File: config.mk
export PLATFORM = sky130hd
export DESIGN_NAME = gf180mcu_osu_sc_gp9t3v3__ro_meas
export DESIGN_NICKNAME = d
export VERILOG_FILES = /design/src/rtl/gf180mcu_osu_sc_gp9t3v3__ro_meas.sv
export SDC_FILE = /design/constraint.sdc
export NUM_CORES = 1
export LEC_CHECK = 0
export ABC_AREA = 1
export BUFFER_PORTS_ARGS = -buffer_cell sky130_fd_sc_hd__buf_2
export CORE_MARGIN = 2
export CORE_UTILIZATION = 25
export CTS_CLUSTER_SIZE = 40
export DETAILED_ROUTE_END_ITERATION = 10
export GPL_ROUTABILITY_DRIVEN = 1
export PLACE_DENSITY = 0.47
export SETUP_SLACK_MARGIN = 0.05
export SKIP_CTS_REPAIR_TIMING = 1
export SLEW_MARGIN = 20
export SYNTH_ARGS = -nofsm -noshare
export SYNTH_HDL_FRONTEND = slang
export SYNTH_SLANG_ARGS = --single-unit
File: constraint.sdc
create_clock -name clk_i -period 2.3 [get_ports clk_i]
set_input_delay 0.115 -clock clk_i [delete_from_list [all_inputs] [get_ports clk_i]]
set_output_delay 0.115 -clock clk_i [all_outputs]
set_load 0.01 [all_outputs]
File: src/rtl/gf180mcu_osu_sc_gp9t3v3__ro_meas.sv
// Ring-oscillator frequency meter.
// Enables an external inverter-chain ring oscillator, waits a settling interval, then counts
// rising edges of the oscillator output over a programmable window of reference clocks.
// The result is published with a one-cycle done pulse and a saturation flag.
//
// Ports:
//   clk_i      reference clock, all state updates on its rising edge
//   rn_i       synchronous active-low reset
//   start_i    measurement request, sampled only while idle
//   window_i   measurement window length in clk_i cycles, sampled with start_i
//   ro_in_i    ring-oscillator output, asynchronous to clk_i (f <= f_clk/4)
//   en_ro_o    oscillator enable (drives the NAND stage of the ring)
//   busy_o     high from accepted start until done
//   done_o     one-cycle pulse when count_o/ovf_o are updated
//   count_o    rising edges counted in the last window, saturating
//   ovf_o      last measurement saturated
`timescale 1ns / 1ps

module gf180mcu_osu_sc_gp9t3v3__ro_meas #(
    parameter int unsigned CNT_W      = 20,
    parameter int unsigned WIN_W      = 16,
    parameter int unsigned SETTLE_CYC = 16
) (
    input  logic             clk_i,
    input  logic             rn_i,
    input  logic             start_i,
    input  logic [WIN_W-1:0] window_i,
    input  logic             ro_in_i,
    output logic             en_ro_o,
    output logic             busy_o,
    output logic             done_o,
    output logic [CNT_W-1:0] count_o,
    output logic             ovf_o
);

    // Timer must hold both the settle reload and the window reload.
    localparam int unsigned SetW = $clog2(SETTLE_CYC + 1);
    localparam int unsigned TmrW = (WIN_W > SetW) ? WIN_W : SetW;

    localparam logic [TmrW-1:0]  SettleLoad = TmrW'(SETTLE_CYC - 1);
    localparam logic [TmrW-1:0]  TmrOne     = 1;
    localparam logic [CNT_W-1:0] CntMax     = '1;
    localparam logic [CNT_W-1:0] CntOne     = 1;

    localparam logic [1:0] StIdle    = 2'd0;
    localparam logic [1:0] StSettle  = 2'd1;
    localparam logic [1:0] StMeasure = 2'd2;
    localparam logic [1:0] StFinish  = 2'd3;

    logic [1:0]       state_q, state_d;
    logic [TmrW-1:0]  timer_q, timer_d;
    logic [WIN_W-1:0] win_q, win_d;
    logic [CNT_W-1:0] cnt_q, cnt_d;
    logic             flag_q, flag_d;
    logic             en_q, en_d;
    logic             busy_q, busy_d;
    logic             done_q, done_d;
    logic [CNT_W-1:0] count_q, count_d;
    logic             ovf_q, ovf_d;

    // s1/s2 resolve metastability, s3 delays s2 for edge detection.
    logic s1_q, s2_q, s3_q;
    logic edge_det;

    assign edge_det = s2_q & ~s3_q;

    always_comb begin
        state_d = state_q;
        timer_d = timer_q;
        win_d   = win_q;
        cnt_d   = cnt_q;
        flag_d  = flag_q;
        en_d    = en_q;
        busy_d  = busy_q;
        done_d  = 1'b0;
        count_d = count_q;
        ovf_d   = ovf_q;

        case (state_q)
            StIdle: begin
                if (start_i) begin
                    win_d   = window_i;
                    cnt_d   = '0;
                    flag_d  = 1'b0;
                    en_d    = 1'b1;
                    busy_d  = 1'b1;
                    timer_d = SettleLoad;
                    state_d = StSettle;
                end
            end
            StSettle: begin
                if (timer_q == '0) begin
                    if (win_q == '0) begin
                        state_d = StFinish;
                    end else begin
                        timer_d = TmrW'(win_q) - TmrOne;
                        state_d = StMeasure;
                    end
                end else begin
                    timer_d = timer_q - TmrOne;
                end
            end
            StMeasure: begin
                // The last window cycle still counts its edge.
                if (edge_det) begin
                    if (cnt_q == CntMax) begin
                        flag_d = 1'b1;
                    end else begin
                        cnt_d = cnt_q + CntOne;
                    end
                end
                if (timer_q == '0) begin
                    state_d = StFinish;
                end else begin
                    timer_d = timer_q - TmrOne;
                end
            end
            StFinish: begin
                count_d = cnt_q;
                ovf_d   = flag_q;
                done_d  = 1'b1;
                en_d    = 1'b0;
                busy_d  = 1'b0;
                state_d = StIdle;
            end
            default: begin
                state_d = StIdle;
            end
        endcase
    end

    always_ff @(posedge clk_i) begin
        if (!rn_i) begin
            state_q <= StIdle;
            timer_q <= '0;
            win_q   <= '0;
            cnt_q   <= '0;
            flag_q  <= 1'b0;
            en_q    <= 1'b0;
            busy_q  <= 1'b0;
            done_q  <= 1'b0;
            count_q <= '0;
            ovf_q   <= 1'b0;
            s1_q    <= 1'b0;
            s2_q    <= 1'b0;
            s3_q    <= 1'b0;
        end else begin
            state_q <= state_d;
            timer_q <= timer_d;
            win_q   <= win_d;
            cnt_q   <= cnt_d;
            flag_q  <= flag_d;
            en_q    <= en_d;
            busy_q  <= busy_d;
            done_q  <= done_d;
            count_q <= count_d;
            ovf_q   <= ovf_d;
            s1_q    <= ro_in_i;
            s2_q    <= s1_q;
            s3_q    <= s2_q;
        end
    end

    assign en_ro_o = en_q;
    assign busy_o  = busy_q;
    assign done_o  = done_q;
    assign count_o = count_q;
    assign ovf_o   = ovf_q;

endmodule

==> report_table.html <==
<table>
<tr><th>Metric</th><th>Value</th></tr>
<tr><th colspan="2">Status</th></tr>
<tr><td>Status</td><td>finished, final reports clean</td></tr>
<tr><th colspan="2">Global routing</th></tr>
<tr><td>First-pass GRT wire length</td><td>19900 um</td></tr>
<tr><td>Gr ovfl total</td><td>0</td></tr>
<tr><td>Largest net degree at the start of global routing</td><td>45</td></tr>
<tr><td>Number of antenna violations at the first check in global routing</td><td>0</td></tr>
<tr><td>Via count of the first global-routing pass</td><td>4096</td></tr>
<tr><td>GRT Resource Usage Total</td><td>13.7%</td></tr>
<tr><th colspan="2">Timing</th></tr>
<tr><td>Worst relative slew slack</td><td>64.1%</td></tr>
<tr><td>Final-report max-slew violation count</td><td>0</td></tr>
<tr><td>Part of the cycle the worst path needs</td><td>87.1%</td></tr>
<tr><td>Number of setup violations in the final report</td><td>0</td></tr>
<tr><td>Minimum period implied by the final worst setup slack</td><td>2000 ps</td></tr>
<tr><td>Post-Route Skew</td><td>10.1 ps</td></tr>
<tr><td>Final count of hold timing violations</td><td>0</td></tr>
<tr><td>Unrepaired setup endpoints after global routing</td><td>false</td></tr>
<tr><td>Final Hold Slack</td><td>37.1 ps</td></tr>
<tr><td>Final setup TNS</td><td>0 ps</td></tr>
<tr><td>Achievable frequency</td><td>499 MHz</td></tr>
<tr><td>Worst-Margin Slew</td><td>538 ps</td></tr>
<tr><th colspan="2">Die</th></tr>
<tr><td>Die height</td><td>137 um</td></tr>
<tr><td>Initial Utilization</td><td>25.5%</td></tr>
<tr><td>Overall die width</td><td>137 um</td></tr>
<tr><td>Area of the core region</td><td>0.0173 mm^2</td></tr>
<tr><td>Top-level I/O count</td><td>44</td></tr>
<tr><td>Site Rows</td><td>48</td></tr>
<tr><td>Area of the die</td><td>0.0188 mm^2</td></tr>
<tr><th colspan="2">Critical path</th></tr>
<tr><td>Peak fanout along the critical path</td><td>21</td></tr>
<tr><td>Worst Setup End Kind</td><td>flop</td></tr>
<tr><td>Type of element launching the critical path</td><td>flop</td></tr>
<tr><td>Number of cell instances on the worst register-to-register path</td><td>11</td></tr>
<tr><td>Worst Path Arrival</td><td>2250 ps</td></tr>
<tr><td>R2R setup slack</td><td>300 ps</td></tr>
<tr><td>Setup CP Type</td><td>reg2reg</td></tr>
<tr><td>Startpoint of the worst register-to-register path</td><td>state_q[0]</td></tr>
<tr><td>FF-to-FF End</td><td>cnt_q[16]</td></tr>
<tr><td>Required @ worst endpoint</td><td>2550 ps</td></tr>
<tr><th colspan="2">Clock tree</th></tr>
<tr><td>Clock insertion delay at the later pin of the skew report</td><td>350 ps</td></tr>
<tr><td>CTS H-tree lvls</td><td>3</td></tr>
<tr><td>Clock tree from TritonCTS</td><td>built</td></tr>
<tr><td>Maximum clock insertion buffer count</td><td>2</td></tr>
<tr><td>Clock-pin slew reported for the worst setup and hold paths after clock tree synthesis</td><td>70 ps</td></tr>
<tr><td>CTS Sinks</td><td>81</td></tr>
<tr><td>Clock buffers created by TritonCTS</td><td>9</td></tr>
<tr><td>Root buf cell</td><td>clkbuf_16</td></tr>
<tr><th colspan="2">Power</th></tr>
<tr><td>Proportion of power drawn by the clock network</td><td>27.4%</td></tr>
<tr><td>Power per cell area</td><td>1130 mW/mm^2</td></tr>
<tr><td>Seq pwr share</td><td>29.9%</td></tr>
<tr><td>Static leakage power</td><td>0.00227 uW</td></tr>
<tr><td>Cell Int Power</td><td>3420 uW</td></tr>
<tr><td>Worst VDD drop</td><td>0.488 mV</td></tr>
<tr><td>Sw frac</td><td>41.9%</td></tr>
<tr><td>Combinational share of power</td><td>42.6%</td></tr>
<tr><td>Switch Pwr</td><td>2470 uW</td></tr>
<tr><th colspan="2">Finish</th></tr>
<tr><td>Diodes inserted</td><td>0</td></tr>
<tr><td>Reg area</td><td>0.00162 mm^2</td></tr>
<tr><td>Layout area overhead</td><td>17.9%</td></tr>
<tr><td>Fraction of final layout cells sized beyond drive strength 1</td><td>14.8%</td></tr>
<tr><td>Area of the multi-input gates</td><td>0.00238 mm^2</td></tr>
<tr><td>Summed area of non-filler cells in the final layout</td><td>0.00521 mm^2</td></tr>
<tr><td>Number of nets in the layout</td><td>732</td></tr>
<tr><td>Fillers</td><td>1943</td></tr>
<tr><th colspan="2">Routing</th></tr>
<tr><td>Via-per-instance ratio</td><td>4.42</td></tr>
<tr><td>Routed wire length</td><td>12200 um</td></tr>
<tr><td>Number of nets still failing antenna checks after routing</td><td>0</td></tr>
<tr><td>Detailed Routing Iterations Pass 1</td><td>4</td></tr>
<tr><td>Vias post-DR</td><td>4129</td></tr>
<tr><td>Starting DRT DRC Count</td><td>160</td></tr>
<tr><td>Detail-routed net length per standard cell</td><td>13.1 um</td></tr>
<tr><td>DRC</td><td>0</td></tr>
<tr><th colspan="2">Synthesis</th></tr>
<tr><td>Number of unique standard cell types used by synthesis</td><td>31</td></tr>
<tr><td>Primary FF master, synth</td><td>dfxtp_1</td></tr>
<tr><td>Async SR Flop Fraction</td><td>0%</td></tr>
<tr><td>Post-synthesis instance area</td><td>0.00442 mm^2</td></tr>
<tr><td>Warning count from the yosys run</td><td>0</td></tr>
<tr><td>Count of flip-flops with a built-in enable after synthesis</td><td>0</td></tr>
<tr><td>Sequential area share after synthesis</td><td>36.7%</td></tr>
<tr><td>Register bit total from synthesis</td><td>81</td></tr>
<tr><td>Synthesized Nets</td><td>691</td></tr>
<tr><td>Synthesized area divided by synthesized cell count</td><td>6.67 um^2</td></tr>
<tr><td>Synthesized netlist cell count</td><td>663</td></tr>
<tr><th colspan="2">Place</th></tr>
<tr><td>Placement-stage cell area</td><td>0.00487 mm^2</td></tr>
<tr><td>Placer Congestion</td><td>0.797</td></tr>
<tr><td>Number of port buffers</td><td>43</td></tr>
<tr><td>Detailed-placement wirelength estimate</td><td>8900 um</td></tr>
<tr><th colspan="2">Min path</th></tr>
<tr><td>Terminating pin of the worst hold path</td><td>win_q[5]</td></tr>
<tr><td>Hold path depth</td><td>3</td></tr>
<tr><td>Start point of the worst hold path</td><td>window_i[5]</td></tr>
<tr><td>Min-delay worst type</td><td>in2reg</td></tr>
<tr><th colspan="2">Job</th></tr>
<tr><td>Max-cap violations</td><td>0</td></tr>
</table>
[metrics by stage]
step                utilization (%)  setup WS [ps]  power [uW]  cells
finish                         30.1            296        5880    934
global route                   30.1           61.3        6370    934
CTS                            30.1            277        5980    933
detailed placement             28.2            312        4330    917
global placement               28.2            330        4350    917
floorplan                         -            636        3710    663
[layout by cell type (no fill, tap or decap), drive strengths merged]
| master | synthesis | routed |
|---|---|---|
| xor2 | 18 | 18 |
| nor3b | 1 | 1 |
| nand2 | 158 | 158 |
| nor3 | 16 | 16 |
| o211ai | 1 | 1 |
| clkinv | 1 | 3 |
| bufinv | 0 | 2 |
| clkbuf | 15 | 10 |
| inv | 80 | 82 |
| a21oi | 71 | 71 |
| o21ai | 64 | 64 |
| nor2 | 82 | 82 |
| nand4 | 13 | 13 |
| dlygate4sd3 | 0 | 1 |
| buf | 8 | 52 |
| ha | 8 | 8 |
| or2 | 1 | 1 |
| nand3 | 45 | 45 |
| dfxtp | 81 | 81 |
[power groups by stage]
stage	Clock, uW	Sequential (uW)	Combinational, uW
3_5_place_dp	0	1790	2540
3_3_place_gp	0	1800	2550
4_1_cts	1660	1760	2560
2_1_floorplan	0	1790	1920
6_report	1610	1760	2510
5_1_grt	1700	1790	2870
[sequential cells by signal, indices dropped and copies added, names as in the netlist, 2 cells and up]
register,count
cnt_q,20
count_o,20
timer_q,16
win_q,16
state_q,2
[critical path: stages (launching register included)]
cell and delay, ps:
dfxtp_1 420, inv_1 90, ha_1 230, buf_4 170, o21ai_0 70, nand2_1 80, clkinv_1 90, nand2_4 90
inv_2 300, nand3_1 180, nor2_1 120, nor2_1 50
[how the worst max path moves through the flow]
| stage | endpoint | slack (ps) | cells after the start | from |
|---|---|---|---|---|
| 2_1_floorplan | cnt_q[17] | 640 | 13 | cnt_q[1] |
| 3_3_place_gp | timer_q[7] | 330 | 11 | win_q[0] |
| 3_5_place_dp | timer_q[8] | 310 | 11 | win_q[0] |
| 4_1_cts | timer_q[7] | 280 | 11 | win_q[0] |
| 5_1_grt | timer_q[14] | 60 | 11 | win_q[0] |
| 6_report | cnt_q[16] | 300 | 11 | state_q[0] |
[routing by layer]
metal	global-route usage, %	vias up	part of all wire, %
li1	-	2215	-
met1	16.0	1840	46
met2	24.1	57	49
met3	4.00	17	3.5
met4	4.01	0	1.7
met5	0	-	0
[cells in the mapped netlist (all sizes together), types with 8 or more instances]
cell type | n | area, um^2
ha | 8 | 100
inv | 80 | 300
buf | 8 | 55.1
nand3 | 45 | 253
nor2 | 82 | 379
nand4 | 13 | 81.3
a21oi | 71 | 355
nor3 | 16 | 96.4
o21ai | 64 | 320
nand2 | 158 | 618
clkbuf | 15 | 56.3
dfxtp | 81 | 1620
xor2 | 18 | 158
[layout make-up]
type	instances	area share, %
multi-input cells	478	45.7
flip-flops and latches	81	31.1
inverters	81	5.84
repair buffers	53	5.62
well taps	225	5.40
clock buffers	10	4.59
clock inverters	6	1.68
[kinds of logic after synthesis]
kind of cell,synth area share (%)
AOI/OAI and AO/OA,15.5
xor gates and xnor gates,3.57
adders and majority gates,2.27
buffers and inverters,9.40
DFF,36.7
and+or+nand+nor,32.6
Power figures use the tool's default switching activity.
